## config.mk

```make
export PLATFORM = sky130hd
export DESIGN_NAME = full_adder
export DESIGN_NICKNAME = d
export VERILOG_FILES = /design/src/rtl/full_adder.sv
export SDC_FILE = /design/constraint.sdc
export NUM_CORES = 1
export LEC_CHECK = 0
export ABC_AREA = 1
export CORE_AREA = 10 10 47 49
export CTS_BUF_LIST = sky130_fd_sc_hd__clkbuf_4
export CTS_CLUSTER_SIZE = 16
export DETAILED_ROUTE_END_ITERATION = 16
export DIE_AREA = 0 0 57 59
export HOLD_SLACK_MARGIN = 0.03
export MAX_ROUTING_LAYER = met4
export PLACE_DENSITY_LB_ADDON = 0.25
export SETUP_SLACK_MARGIN = 0.15
export SYNTH_ARGS = -nofsm -noshare
export SYNTH_HDL_FRONTEND = slang
export SYNTH_SLANG_ARGS = --single-unit
```

## constraint.sdc

```tcl
create_clock -name clk -period 3.3 [get_ports clk]
set_clock_uncertainty 0.1 [all_clocks]
set_input_delay 0.66 -clock clk [delete_from_list [all_inputs] [get_ports clk]]
set_output_delay 0.66 -clock clk [all_outputs]
set_load 0.05 [all_outputs]
```

## src/rtl/full_adder.sv

```systemverilog
// full_adder: ripple-carry adder of 1-bit cells with combinational sum and registered status copy
module full_adder #(
  parameter int WIDTH = 1
) (
  input  logic             clk,
  input  logic             rst,
  input  logic [WIDTH-1:0] a,
  input  logic [WIDTH-1:0] b,
  input  logic             cin,
  input  logic             en,
  output logic [WIDTH-1:0] sum,
  output logic             carry_out,
  output logic [WIDTH-1:0] sum_q,
  output logic             carry_q,
  output logic             ovf_q,
  output logic             zero_q
);
  logic [WIDTH:0]   c;
  logic [WIDTH-1:0] sum_d;
  logic             carry_d;
  logic             ovf_d;
  logic             zero_d;
  assign c[0] = cin;
  for (genvar i = 0; i < WIDTH; i++) begin : g_cell
    assign sum[i]  = a[i] ^ b[i] ^ c[i];
    assign c[i+1]  = (a[i] & b[i]) | (c[i] & (a[i] ^ b[i]));
  end
  assign carry_out = c[WIDTH];
  // next state: capture the adder result and flags when enabled, otherwise hold
  always_comb begin
    sum_d   = en ? sum : sum_q;
    carry_d = en ? c[WIDTH] : carry_q;
    ovf_d   = en ? c[WIDTH] ^ c[WIDTH-1] : ovf_q;
    zero_d  = en ? ~|sum : zero_q;
  end
  // registered outputs, cleared immediately by reset
  always_ff @(posedge clk or posedge rst) begin
    if (rst) begin
      sum_q   <= '0;
      carry_q <= 1'b0;
      ovf_q   <= 1'b0;
      zero_q  <= 1'b0;
    end else begin
      sum_q   <= sum_d;
      carry_q <= carry_d;
      ovf_q   <= ovf_d;
      zero_q  <= zero_d;
    end
  end
endmodule

```

==> qor.csv <==
stage,metric,value,unit
clocking,setup bufs post-CTS,0,
die,die width,57,um
clocking,clock-pin slew on the worst setup and hold paths,0.03,ns
drt,final wirelength,490,um
yosys,number of distinct library cells after synthesis,8,
timing,Fin Setup TNS,0,ns
clocking,CTS Sinks,4,
status,outcome,"complete, no violations",
cells_and_area,Layout Nets,46,
hold_path,worst hold path type,flip-flop to flip-flop,
worst_setup_path,CP max FO,2,
hold_path,Worst Hold Launch,sum_q$_DFFE_PP0P_,
drt,routed len/inst,9.245,um
timing,slew of the pin with the lowest slew margin,0.5099,ns
timing,RSZ-0062 raised after global routing,false,
placement,number of buffers added on ports,11,
yosys,Post-Syn Nets,30,
drt,Via density,3.321,
hold_path,hold worst-path end,sum_q$_DFFE_PP0P_,
worst_setup_path,critical path launch point type,input port,
worst_setup_path,CP required,2.54,ns
global_routing,busiest grt layer,met1,
yosys,"Avg Cell Area, Syn",8.595,um^2
cells_and_area,Non-Filler Instances,53,
timing,Final setup viols,0,
clocking,Root Driver,clkbuf_4,
hold_path,Min-Delay Path Depth,2,
placement,Post-Place Worst Slack,0.6220,ns
global_routing,largest net degree at the start of global routing,5,
clocking,clock tree buffer depth,2,
global_routing,M2 GR Usage,3.256,%
die,Starting Density,14.11,%
cells_and_area,"Core Util, Final",26.43,%
power_and_ir_drop,Max rail drop VDD,0.1784,mV
power_and_ir_drop,Pleak,0.1869,nW
clocking,CTS tree,yes,
yosys,sequential share of the synthesized area,50.63,%
placement,DP Area,347.8,um^2
yosys,proportion of netlist area held by the largest area contributor,50.63,%
yosys,"FF+latch count, synth",4,
die,Core Region,0.001401,mm^2
timing,min Tclk post-route,2.676,ns
timing,fin worst setup slack,0.6240,ns
drt,detailed-router iteration count before antenna repair,2,
timing,Slew Limit Headroom,65.90,%
clocking,Worst-Skew Late Latency,0.23,ns
global_routing,met1 usage,4.291,%
die,DIE AREA,0.003363,mm^2
worst_setup_path,worst r2r dst,zero_q$_DFFE_PP0P_,
die,die height,59,um
global_routing,vias in the first global route,215,
power_and_ir_drop,Power Density,537.2,mW/mm^2
drt,DRT antenna net count,0,
timing,hold slack final,0.3727,ns
cells_and_area,share of cells above drive strength 1,18.92,%
yosys,dominant cells by area after synthesis,"dfrtp_1 (51%), nand2_1 (15%), inv_1 (11%), fa_1 (10%), o21ai_2 (4.4%)",
cells_and_area,ant diodes,0,
yosys,Synth Cell Area,197.7,um^2
global_routing,total grt overflow,0,
global_routing,antenna violations before repair,0,
yosys,synth warn,0,
yosys,synthesized instance count,23,
global_routing,first-pass GRT wire length,883,um
drt,via count,176,
placement,placed cells,50,
clocking,H-tree Lvls,1,
drt,Iter 0 DRT Violations,7,
cells_and_area,Finished Cell Area,370.4,um^2
drt,DRC Markers,0,
yosys,"area leader, netlist",dfrtp_1,
clocking,Num CTS Buffers,3,
power_and_ir_drop,overall power,0.1990,mW
worst_setup_path,worst r2r src,zero_q$_DFFE_PP0P_,
worst_setup_path,R2R cell count,1,
placement,GP Congestion,0.6281,
cells_and_area,synthesis-to-finish area growth,87.34,%
global_routing,GR met3 Demand/Resource,3.004,%
timing,Final Hold Fails,0,
worst_setup_path,CP endpoint kind,output pin,
worst_setup_path,Crit Path Class,input port to output pin,
timing,Final period util,81.09,%
worst_setup_path,WP data arrival,1.92,ns
die,row count,14,
timing,Max Freq,373.7,MHz
cells_and_area,fillcell total,162,
worst_setup_path,R2R Setup Slk,2.53,ns
clocking,Hold Buf Count CTS,0,
timing,count of pins over their slew limit,0,
flow_run,max-cap viol count,0,
die,I/O Pins,12,
global_routing,Total Routing Usage GR,3.692,%
clocking,post-cts sizing count,0,
## how the worst max path moves through the flow
stage	from	end
global placement	a	sum
finish	a	sum
global route	cin	sum
detailed placement	a	sum
CTS	a	sum
floorplan	a	sum
## synth_stat cells
cell     count
fa_1         1
nand3_1      1
o21a_1       1
inv_1        6
dfrtp_1      4
nand2_1      8
o21ai_2      1
inv_2        1
## final cells by class
type	count	area [um^2]	area share [%]
multi-input cells	12	71.32	19.26
flip-flops and latches	4	100.1	27.03
well taps	16	20.02	5.405
clock buffers	3	22.52	6.081
repair buffers	11	130.1	35.14
inverters	7	26.28	7.095
## cell usage in the layout, fill, tap and decap left out, drive strengths merged
master / instances
fa: 1
nand2: 8
dfrtp: 4
nand3: 1
clkbuf: 3
o21a: 1
inv: 7
clkdlybuf4s50: 9
o21ai: 1
buf: 2
## worst max-delay path: stages
cell and delay (ns):
clkdlybuf4s50_1 0.45, inv_1 0.05, fa_1 0.52, inv_1 0.07, buf_12 0.15
## state kept, by name, indices dropped and copies added, names as in the netlist
register and count:
carry_q 1, ovf_q 1, sum_q 1, zero_q 1
## cell families (layout without fill, tap and decap cells)
group | after synthesis | in the layout | synth area share (%)
adder cells (fa/ha/maj) | 1 | 1 | 10.13
AND/OR/NAND/NOR | 9 | 9 | 17.72
flip-flops | 4 | 4 | 50.63
buffers and inverters | 7 | 21 | 13.29
AO/OA/AOI/OAI | 2 | 2 | 8.230
## where the power goes
part	switching, mW	leakage (nW)	internal (mW)
registers	0.00348	0.0475	0.0559
clock network	0.0167	0.0138	0.0404
logic	0.0499	0.126	0.0325
total	0.0701	0.187	0.129
## per-layer routing
| metal | vias to the layer above | part of all wire (%) |
|---|---|---|
| li1 | 93 | - |
| met1 | 71 | 54 |
| met2 | 12 | 32 |
| met3 | 0 | 14 |
| met4 | 0 | 0 |
| met5 | - | 0 |
Power figures use the tool's default switching activity.
